### config.mk
export PLATFORM = sky130hd
export DESIGN_NAME = rob_ctrl_flat
export DESIGN_NICKNAME = d
export VERILOG_FILES = /design/src/rtl/rob_pkg.sv /design/src/rtl/rob_ctrl_if.sv /design/src/rtl/rob_ptr.sv /design/src/rtl/rob_ctrl.sv /design/src/flat_wrapper.sv
export SDC_FILE = /design/constraint.sdc
export NUM_CORES = 1
export LEC_CHECK = 0
export CORE_MARGIN = 2
export CORE_UTILIZATION = 25
export DETAILED_ROUTE_END_ITERATION = 6
export GPL_TIMING_DRIVEN = 1
export MAX_ROUTING_LAYER = met4
export PLACE_DENSITY = 0.46
export SYNTH_ARGS = -nofsm -noshare
export SYNTH_HDL_FRONTEND = slang
export SYNTH_HIERARCHICAL = 1
export SYNTH_SLANG_ARGS = --single-unit
### constraint.sdc
create_clock -name clk -period 7.69 [get_ports clk]
set_input_delay 1.538 -clock clk [delete_from_list [all_inputs] [get_ports clk]]
set_output_delay 1.538 -clock clk [all_outputs]
set_load 0.02 [all_outputs]
### src/rtl/rob_pkg.sv
// Shared types and constants for the reorder-buffer controller.
// Pointers carry a wrap bit above the index so full and empty can be told apart.
package rob_pkg;

    localparam int unsigned ROB_ENTRIES = 64;
    localparam int unsigned ROB_IDX_W   = $clog2(ROB_ENTRIES);
    localparam int unsigned ROB_PTR_W   = ROB_IDX_W + 1;

    typedef logic [ROB_IDX_W-1:0] rob_idx_t;
    typedef logic [ROB_IDX_W:0]   rob_cnt_t;

    typedef struct packed {
        logic     wrap;
        rob_idx_t idx;
    } rob_ptr_t;

    typedef struct packed {
        logic valid;
        logic done;
        logic exc;
    } rob_status_t;

    // With a power-of-two depth, plain wide addition wraps the index and toggles the wrap bit.
    function automatic rob_ptr_t rob_ptr_inc(input rob_ptr_t p);
        return rob_ptr_t'(rob_cnt_t'(p) + rob_cnt_t'(1));
    endfunction

    function automatic rob_cnt_t rob_ptr_diff(input rob_ptr_t a, input rob_ptr_t b);
        return rob_cnt_t'(rob_cnt_t'(a) - rob_cnt_t'(b));
    endfunction

endpackage

### src/rtl/rob_ctrl_if.sv
// Dispatch / writeback / retire signal bundle for the ROB controller.
// The controller uses the slave modport; the surrounding pipeline uses master.
interface rob_ctrl_if;
    import rob_pkg::*;

    logic     alloc_req;
    logic     alloc_rdy;
    rob_idx_t alloc_idx;

    logic     wb_valid;
    rob_idx_t wb_idx;
    logic     wb_exc;

    logic     commit_valid;
    rob_idx_t commit_idx;
    logic     commit_rdy;

    logic     flush;
    rob_idx_t flush_idx;

    rob_cnt_t count;
    logic     full;
    logic     empty;

    modport slave (
        input  alloc_req,
        output alloc_rdy,
        output alloc_idx,
        input  wb_valid,
        input  wb_idx,
        input  wb_exc,
        output commit_valid,
        output commit_idx,
        input  commit_rdy,
        output flush,
        output flush_idx,
        output count,
        output full,
        output empty
    );

    modport master (
        output alloc_req,
        input  alloc_rdy,
        input  alloc_idx,
        output wb_valid,
        output wb_idx,
        output wb_exc,
        input  commit_valid,
        input  commit_idx,
        output commit_rdy,
        input  flush,
        input  flush_idx,
        input  count,
        input  full,
        input  empty
    );

endinterface

### src/rtl/rob_ptr.sv
// Wrap-bit circular pointer register; clear has priority over increment.
module rob_ptr
    import rob_pkg::*;
(
    input  logic     clk,
    input  logic     rst_n,
    input  logic     i_inc,
    input  logic     i_clr,
    output rob_ptr_t o_ptr
);

    rob_ptr_t r_ptr;

    always_ff @(posedge clk or negedge rst_n) begin
        if (!rst_n) begin
            r_ptr <= '0;
        end else if (i_clr) begin
            r_ptr <= '0;
        end else if (i_inc) begin
            r_ptr <= rob_ptr_inc(r_ptr);
        end
    end

    assign o_ptr = r_ptr;

endmodule

### src/rtl/rob_ctrl.sv
// Reorder-buffer allocation/commit controller: owns head/tail and per-entry status,
// allocates at tail, marks entries done at writeback, retires in order, flushes on exception.
module rob_ctrl
    import rob_pkg::*;
(
    input  logic       clk,
    input  logic       rst_n,
    rob_ctrl_if.slave  bus
);

    rob_ptr_t    w_head;
    rob_ptr_t    w_tail;
    rob_status_t r_status [ROB_ENTRIES];
    rob_status_t w_head_st;

    logic w_full;
    logic w_empty;
    logic w_flush;
    logic w_commit_valid;
    logic w_alloc_rdy;
    logic w_alloc_fire;
    logic w_commit_fire;
    logic w_wb_fire;

    assign w_head_st = r_status[w_head.idx];

    assign w_full  = (w_head.idx == w_tail.idx) && (w_head.wrap != w_tail.wrap);
    assign w_empty = (w_head == w_tail);

    // Head-of-buffer decisions are made purely from registered status.
    assign w_flush        = w_head_st.valid &  w_head_st.done &  w_head_st.exc;
    assign w_commit_valid = w_head_st.valid &  w_head_st.done & ~w_head_st.exc;

    // No bypass: a commit in the same cycle does not open a slot for a full buffer.
    assign w_alloc_rdy   = ~w_full & ~w_flush;
    assign w_alloc_fire  = bus.alloc_req & w_alloc_rdy;
    assign w_commit_fire = w_commit_valid & bus.commit_rdy;
    assign w_wb_fire     = bus.wb_valid & r_status[bus.wb_idx].valid & ~w_flush;

    rob_ptr u_head_ptr (
        .clk   (clk),
        .rst_n (rst_n),
        .i_inc (w_commit_fire),
        .i_clr (w_flush),
        .o_ptr (w_head)
    );

    rob_ptr u_tail_ptr (
        .clk   (clk),
        .rst_n (rst_n),
        .i_inc (w_alloc_fire),
        .i_clr (w_flush),
        .o_ptr (w_tail)
    );

    // Status flops; flush clears every entry in parallel, which is why this is not a RAM.
    always_ff @(posedge clk or negedge rst_n) begin
        if (!rst_n) begin
            for (int i = 0; i < int'(ROB_ENTRIES); i++) begin
                r_status[i] <= '0;
            end
        end else if (w_flush) begin
            for (int i = 0; i < int'(ROB_ENTRIES); i++) begin
                r_status[i] <= '0;
            end
        end else begin
            if (w_wb_fire) begin
                r_status[bus.wb_idx].done <= 1'b1;
                r_status[bus.wb_idx].exc  <= bus.wb_exc;
            end
            if (w_alloc_fire) begin
                r_status[w_tail.idx] <= '{valid: 1'b1, done: 1'b0, exc: 1'b0};
            end
            if (w_commit_fire) begin
                r_status[w_head.idx] <= '0;
            end
        end
    end

    assign bus.alloc_rdy    = w_alloc_rdy;
    assign bus.alloc_idx    = w_tail.idx;
    assign bus.commit_valid = w_commit_valid;
    assign bus.commit_idx   = w_head.idx;
    assign bus.flush        = w_flush;
    assign bus.flush_idx    = w_head.idx;
    assign bus.count        = rob_ptr_diff(w_tail, w_head);
    assign bus.full         = w_full;
    assign bus.empty        = w_empty;

endmodule

### src/flat_wrapper.sv
// flat-port wrapper written by rule: the top's interface ports become plain ports
module rob_ctrl_flat import rob_pkg::*;
  (clk, rst_n, bus_alloc_req, bus_alloc_rdy, bus_alloc_idx, bus_wb_valid, bus_wb_idx, bus_wb_exc, bus_commit_valid, bus_commit_idx, bus_commit_rdy, bus_flush, bus_flush_idx, bus_count, bus_full, bus_empty);
  rob_ctrl_if bus_i ();
  input  logic clk;
  input  logic rst_n;
  input wire logic [$bits(bus_i.alloc_req)-1:0] bus_alloc_req;
  output wire logic [$bits(bus_i.alloc_rdy)-1:0] bus_alloc_rdy;
  output wire logic [$bits(bus_i.alloc_idx)-1:0] bus_alloc_idx;
  input wire logic [$bits(bus_i.wb_valid)-1:0] bus_wb_valid;
  input wire logic [$bits(bus_i.wb_idx)-1:0] bus_wb_idx;
  input wire logic [$bits(bus_i.wb_exc)-1:0] bus_wb_exc;
  output wire logic [$bits(bus_i.commit_valid)-1:0] bus_commit_valid;
  output wire logic [$bits(bus_i.commit_idx)-1:0] bus_commit_idx;
  input wire logic [$bits(bus_i.commit_rdy)-1:0] bus_commit_rdy;
  output wire logic [$bits(bus_i.flush)-1:0] bus_flush;
  output wire logic [$bits(bus_i.flush_idx)-1:0] bus_flush_idx;
  output wire logic [$bits(bus_i.count)-1:0] bus_count;
  output wire logic [$bits(bus_i.full)-1:0] bus_full;
  output wire logic [$bits(bus_i.empty)-1:0] bus_empty;
  assign bus_i.alloc_req = bus_alloc_req;
  assign bus_alloc_rdy = bus_i.alloc_rdy;
  assign bus_alloc_idx = bus_i.alloc_idx;
  assign bus_i.wb_valid = bus_wb_valid;
  assign bus_i.wb_idx = bus_wb_idx;
  assign bus_i.wb_exc = bus_wb_exc;
  assign bus_commit_valid = bus_i.commit_valid;
  assign bus_commit_idx = bus_i.commit_idx;
  assign bus_i.commit_rdy = bus_commit_rdy;
  assign bus_flush = bus_i.flush;
  assign bus_flush_idx = bus_i.flush_idx;
  assign bus_count = bus_i.count;
  assign bus_full = bus_i.full;
  assign bus_empty = bus_i.empty;
  rob_ctrl u_core (.clk(clk), .rst_n(rst_n), .bus(bus_i));
endmodule
==> flow_summary_export.csv, run 1 <==
group,metric,value,unit
outcome,status,"complete, no violations",
layout,instances_no_fill,2125,
worst_setup_path,crit_chain,"buf_4 > nand2b_1 > o22ai_1 > o31a_1 > a2111oi_0 > nand2_1 > nand3_1 > inv_2 > clkdlybuf4s50_1",
worst_hold_path,hp-class,"flip-flop to flip-flop",
logic_synthesis,syn_nets,1465,
timing,clock_skew,20.3,ps
timing,rsz0062_at_grt,"no",
worst_setup_path,critPathRequiredTime,6150,ps
clock_tree,path_clk_slew,60,ps
placement,place.gp.congestion,1.00,
timing,drv_slew,0,
drt,ant_nets,0,
worst_setup_path,slowest_stage,"buf_4",
logic_synthesis,syn_area,0.0134,sq mm
clock_tree,cts.sinks,206,
layout,area_growth,14.4,%
logic_synthesis,synth_compound_area_share,26.0,%
drt,via_per_inst,6.32,
global_route,grt_max_degree,74,
global_route,grtUsageTotal,23.5,%
floorplanning,fp.coreArea,0.0528,sq mm
layout,fin_util,29.0,%
layout,nets,1435,
placement,dp_cells,2073,
floorplanning,dieArea,0.0554,sq mm
clock_tree,clkLatencyLatePin,580,ps
clock_tree,cts-root-buf,"clkbuf_16",
logic_synthesis,synth_warnings,6,
drt,drc,0,
placement,preCtsSetupSlack,1580,ps
drt,drt-pass1-iter-count,5,
worst_setup_path,path_buf_inv,3,
global_route,grt_first_pass_wirelength,93.4,mm
clock_tree,postCtsResizedCells,0,
run,max-cap-violations,0,
placement,placed_cell_area,0.0144,sq mm
worst_setup_path,r2r_cells,10,
drt,drtIter0Drc,1537,
clock_tree,postCtsSetupBuffers,0,
worst_setup_path,rrSetupSlack,1710,ps
logic_synthesis,syn_area_per_cell,9.27,sq um
worst_setup_path,crit_arrival,5460,ps
worst_setup_path,end_kind,"primary output",
logic_synthesis,synthFlopType,"dfrtp_1",
timing,final.setup.tns,0,ps
clock_tree,hold_buffers,0,
floorplanning,design.portCount,42,
worst_setup_path,cp_max_fo,53,
layout,final_cell_area,0.0153,sq mm
logic_synthesis,yosys.area_share.simple,18.8,%
worst_hold_path,min_path_cells,2,
logic_synthesis,synth-edff-count,0,
logic_synthesis,synth-seq-cells,206,
drt,wl_per_cell,30.7,um
timing,slew_headroom,17.1,%
logic_synthesis,synth_top_family_by_area,"compound AO/OA/AOI/OAI gates",
logic_synthesis,synth_mux_area_share,8.51,%
timing,fmax,143,MHz
placement,dp_hpwl,42.5,mm
pwr,power.leakage,5.79,nW
timing,hold_viol_final,0,
timing,finalSetupViolCount,0,
logic_synthesis,syn_inst,1444,
global_route,grt.overflow.total,0,
clock_tree,cts_inserted_buffers,27,
floorplanning,start_util,25.4,%
floorplanning,die_y,235,um
logic_synthesis,synthAdderAreaFrac,0.898,%
logic_synthesis,async_flop_share,100,%
pwr,power.density,358,mW/mm^2
timing,worst_pin_slew,1240,ps
floorplanning,row_count,84,
worst_setup_path,critical_path_class,"flip-flop to primary output",
worst_setup_path,cp_top_family,"simple AND/OR/NAND/NOR gates",
timing,fin_ws,689,ps
timing,fin_crit_sh,91.0,%
logic_synthesis,synthXorXnorAreaFrac,0.916,%
pwr,peakVddDrop,269,uV
logic_synthesis,ys_types,74,
worst_setup_path,cp-start-kind,"flip-flop",
clock_tree,cts_tree,"yes",
drt,vias,13434,
worst_setup_path,crit_cells,9,
worst_setup_path,cp_slowest_stage_delay,680,ps
floorplanning,die_x,235,um
clock_tree,cts-htree-levels,1,
logic_synthesis,seq_area_frac_synth,38.5,%
timing,min_period,7000,ps
global_route,grt_pass1_vias,12964,
placement,io_buffer_count,41,
drt,finalWirelength,65.3,mm
global_route,grt_antenna_before_repair,1,
clock_tree,cts_buffer_depth,3,
layout,drive_above_1_share,13.7,%
==> synth_stat cells, types with 39 or more instances <==
cell / count / area share [%]
nand3_1: 45 / 1.7
a211oi_1: 55 / 3.1
and3_1: 41 / 1.9
nor3_1: 49 / 1.8
nand4_1: 48 / 2.2
dfrtp_1: 206 / 39
a31oi_1: 62 / 2.9
o21ai_0: 39 / 1.5
nand2_1: 62 / 1.7
nor2_1: 119 / 3.3
clkbuf_1: 92 / 2.6
a21oi_1: 90 / 3.4
mux2i_1: 44 / 3.3
o41ai_1: 50 / 3.3
==> final cells by class <==
type                            instances  area (sq um)
Inverter                               36           135
Antenna cell                            2          5.00
Tap cell                              688           861
Clock inverter                         11          92.6
Timing Repair Buffer                   93           826
Fill cell                            5602         37500
Clock buffer                           39           781
Multi-Input combinational cell       1050          7450
Sequential cell                       206          5160
==> metal layers <==
metal  vias to the layer above  share of wire (%)  global-route usage, %
li1                       5579                  -                      -
met1                      6723                 41                   30.2
met2                       923                 42                   33.9
met3                       209                 12                   7.06
met4                         0                5.1                   10.9
met5                         -                  0                      -
==> logic make-up after synthesis <==
kind of cell,Yosys count
multiplexers,83
buffers and inverters,188
XOR/XNOR,14
AND/OR/NAND/NOR,471
flip-flops,206
adder cells (fa/ha/maj),9
AO/OA/AOI/OAI,473
==> cells in the final DEF (no fill, tap or decap), types with 6 or more instances in the layout <==
master | Yosys | final
and3_1 | 41 | 41
nand4_1 | 48 | 48
nand3b_1 | 15 | 15
or3_1 | 6 | 6
and2_1 | 13 | 13
mux2_2 | 14 | 14
o221a_2 | 19 | 19
o211ai_1 | 7 | 7
nand2_1 | 62 | 61
nor4_1 | 10 | 10
nor2b_1 | 15 | 12
o22a_1 | 15 | 15
buf_4 | 19 | 50
a21boi_0 | 8 | 8
xor2_1 | 10 | 10
inv_1 | 32 | 32
o41ai_1 | 50 | 50
a221oi_1 | 34 | 34
o21a_1 | 18 | 18
clkbuf_8 | 0 | 6
clkbuf_1 | 92 | 6
clkdlybuf4s50_1 | 0 | 39
mux2i_1 | 44 | 44
nor3_2 | 4 | 6
nor3_1 | 49 | 46
dfrtp_1 | 206 | 203
mux4_2 | 23 | 23
nor3b_1 | 9 | 8
o22ai_1 | 10 | 10
o21ai_0 | 39 | 39
nand3_1 | 45 | 45
clkinv_2 | 0 | 6
a211oi_1 | 55 | 55
and4_1 | 11 | 11
nor2_1 | 119 | 115
a41oi_1 | 14 | 14
a31oi_1 | 62 | 62
clkbuf_16 | 0 | 27
ha_1 | 8 | 8
a21oi_1 | 90 | 90
==> state kept, by name, indices dropped and copies added, names as in the netlist <==
name                     flops
u_core/u_head_ptr/o_ptr      7
u_core/r_status            192
u_core/u_tail_ptr/o_ptr      7
==> worst register-to-register path, delay by kind of cell (launching register included) <==
kind,cells,cell delay [ps]
AOI/OAI and AO/OA,5,2370
and+or+nand+nor,3,1590
buffers and inverters,2,1240
DFF,1,670
==> power breakdown <==
part	total, mW	switching, mW	internal [mW]
Combinational	2.51	1.68	0.834
Sequential	1.68	0.309	1.38
Clock	1.28	0.540	0.738
==> path summary, 6_finish.rpt <==
check / end / start
worst min-delay path: u_core/r_status[31] / u_core/r_status[31]
worst max register to register: u_core/r_status[159] / u_core/u_head_ptr/o_ptr[0]
worst max-delay path: bus_flush / u_core/u_head_ptr/o_ptr[0]
worst min register to register: u_core/r_status[31] / u_core/r_status[31]
min in group asynchronous: u_core/u_tail_ptr/o_ptr[4] / rst_n
max in group asynchronous: u_core/u_head_ptr/o_ptr[2] / rst_n
==> stage by stage <==
| step | hold WS (ps) | power, mW |
|---|---|---|
| after floorplan | 455 | 3.11 |
| after global placement | 476 | 4.11 |
| after detailed placement | 489 | 4.11 |
| after CTS | 502 | 5.40 |
| after global routing | 543 | 5.68 |
| final | 504 | 5.47 |
Power figures use the tool's default switching activity.
==> run 2: changes to the inputs <==
CAP_MARGIN = 20   (was default)
GPL_TIMING_DRIVEN = default   (was 1)
MAX_ROUTING_LAYER = default   (was met4)
==> flow_summary_export.csv, run 2 (same netlist as run 1, synthesis figures left out) <==
group,metric,value,unit
outcome,status,"complete, no violations",
pwr,power,5.59,mW
layout,top_register,"u_core/r_status",
placement,preCtsSetupSlack,1570,ps
timing,clock_skew,12.7,ps
drt,via_per_inst,6.32,
drt,finalWirelength,65.7,mm
timing,worst_pin_slew,1150,ps
timing,fin_crit_sh,89.6,%
clock_tree,cts-root-buf,"clkbuf_16",
clock_tree,path_clk_slew,60,ps
timing,fmax,145,MHz
floorplanning,dieArea,0.0554,sq mm
clock_tree,cts_tree,"yes",
global_route,grt_pass1_vias,12823,
drt,ant_nets,0,
placement,dp_hpwl,42.7,mm
layout,register_area,0.00516,sq mm
run,max-cap-violations,0,
layout,multi_input_area,0.00745,sq mm
worst_setup_path,slowest_stage,"or4b_1",
floorplanning,die_y,235,um
drt,drt-pass1-iter-count,6,
placement,place.gp.congestion,0.982,
global_route,grt_max_degree,106,
drt,wl_per_cell,30.9,um
floorplanning,start_util,25.4,%
worst_setup_path,crit_chain,"buf_4 > nand2b_1 > o22ai_1 > o21ai_0 > o211ai_1 > or4b_1 > nand3_1 > inv_2 > clkdlybuf4s50_1",
drt,vias,13438,
layout,largest_reg_flops,192,
global_route,grt.overflow.total,0,
timing,drv_slew,0,
timing,rsz0062_at_grt,"no",
pwr,power.density,363,mW/mm^2
layout,area_growth,15.3,%
floorplanning,die_x,235,um
timing,fin_ws,797,ps
floorplanning,row_count,84,
worst_setup_path,cp-start-kind,"flip-flop",
worst_hold_path,hp-class,"flip-flop to flip-flop",
placement,io_buffer_count,41,
floorplanning,fp.coreArea,0.0528,sq mm
worst_setup_path,end_kind,"primary output",
timing,final.setup.tns,0,ps
worst_setup_path,cp_max_fo,53,
worst_setup_path,critPathRequiredTime,6150,ps
clock_tree,cts-htree-levels,1,
global_route,grt_antenna_before_repair,0,
worst_setup_path,cp_top_family,"simple AND/OR/NAND/NOR gates",
clock_tree,clkLatencyLatePin,560,ps
layout,final_common_cell,"dfrtp_1",
layout,layout_common_cells,"203 x dfrtp_1, 115 x nor2_1, 90 x a21oi_1, 62 x a31oi_1, 61 x nand2_1",
worst_setup_path,cp_slowest_stage_delay,960,ps
clock_tree,cts.sinks,206,
drt,drtIter0Drc,1670,
global_route,grtUsageTotal,23.0,%
layout,drive_above_1_share,14.1,%
clock_tree,hold_buffers,0,
layout,nets,1438,
clock_tree,cts_inserted_buffers,26,
layout,fill_cells,5614,
timing,min_period,6890,ps
clock_tree,postCtsSetupBuffers,0,
drt,drc,0,
clock_tree,cts_buffer_depth,3,
layout,antenna_cells,0,
pwr,power.leakage,5.87,nW
floorplanning,design.portCount,42,
worst_setup_path,crit_arrival,5350,ps
worst_setup_path,critical_path_class,"flip-flop to primary output",
timing,hold_viol_final,0,
clock_tree,postCtsResizedCells,0,
timing,slew_headroom,23.4,%
timing,finalSetupViolCount,0,
worst_setup_path,path_buf_inv,3,
pwr,peakVddDrop,356,uV
global_route,grt_first_pass_wirelength,94.6,mm
==> run 2: changes by cell type in the layout (fill, tap and decap cells not counted), sizes merged <==
cell and change:
buf +4, clkbuf -4, bufinv +3, clkinv +2, diode -2, inv -2, clkinvlp -1
==> run 2: layer usage <==
metal	vias to the layer above	share of wire [%]	global-route usage [%]
met5	-	0	0
met4	0	5.0	10.3
met3	179	12	7.58
met2	950	42	34.1
met1	6736	41	30.5
li1	5573	-	-
==> run 2: tightest hold or removal path, cell delays in order, from the launching register on <==
cell	delay, ps
dfrtp_1	340
a31oi_1	40
nor2_1	80
==> run 2: stage by stage <==
step | cells | util, % | hold slack (ps) | area (sq um)
floorplan | 1444 | - | 455 | 13400
global placement | 2074 | 27.3 | 475 | 14400
detailed placement | 2074 | 27.3 | 489 | 14400
CTS | 2122 | 29.1 | 503 | 15400
global route | 2125 | 29.2 | 528 | 15400
finish | 2125 | 29.2 | 498 | 15400
==> run 2: layout make-up <==
type | count | area share, %
clock inverters | 13 | 1.16
repair buffers | 97 | 5.63
clock buffers | 35 | 5.03
well taps | 688 | 5.58
flip-flops and latches | 206 | 33.5
multi-input cells | 1050 | 48.3
inverters | 36 | 0.876
==> run 2: power by group <==
part / total, mW / switching [mW] / internal, mW
combinational: 2.50 / 1.66 / 0.836
sequential: 1.71 / 0.334 / 1.37
clock: 1.39 / 0.545 / 0.841
total: 5.59 / 2.54 / 3.05
==> run 2: worst paths after layout <==
check	slack, ps	startpoint	cells after the start	end
min in group asynchronous	990	rst_n	1	u_core/u_tail_ptr/o_ptr[4]
max in group asynchronous	5040	rst_n	2	u_core/u_head_ptr/o_ptr[2]
min	500	u_core/r_status[58]	2	u_core/r_status[58]
max reg2reg	1770	u_core/u_head_ptr/o_ptr[0]	10	u_core/r_status[120]
min reg2reg	500	u_core/r_status[58]	2	u_core/r_status[58]
max	800	u_core/u_head_ptr/o_ptr[0]	9	bus_flush
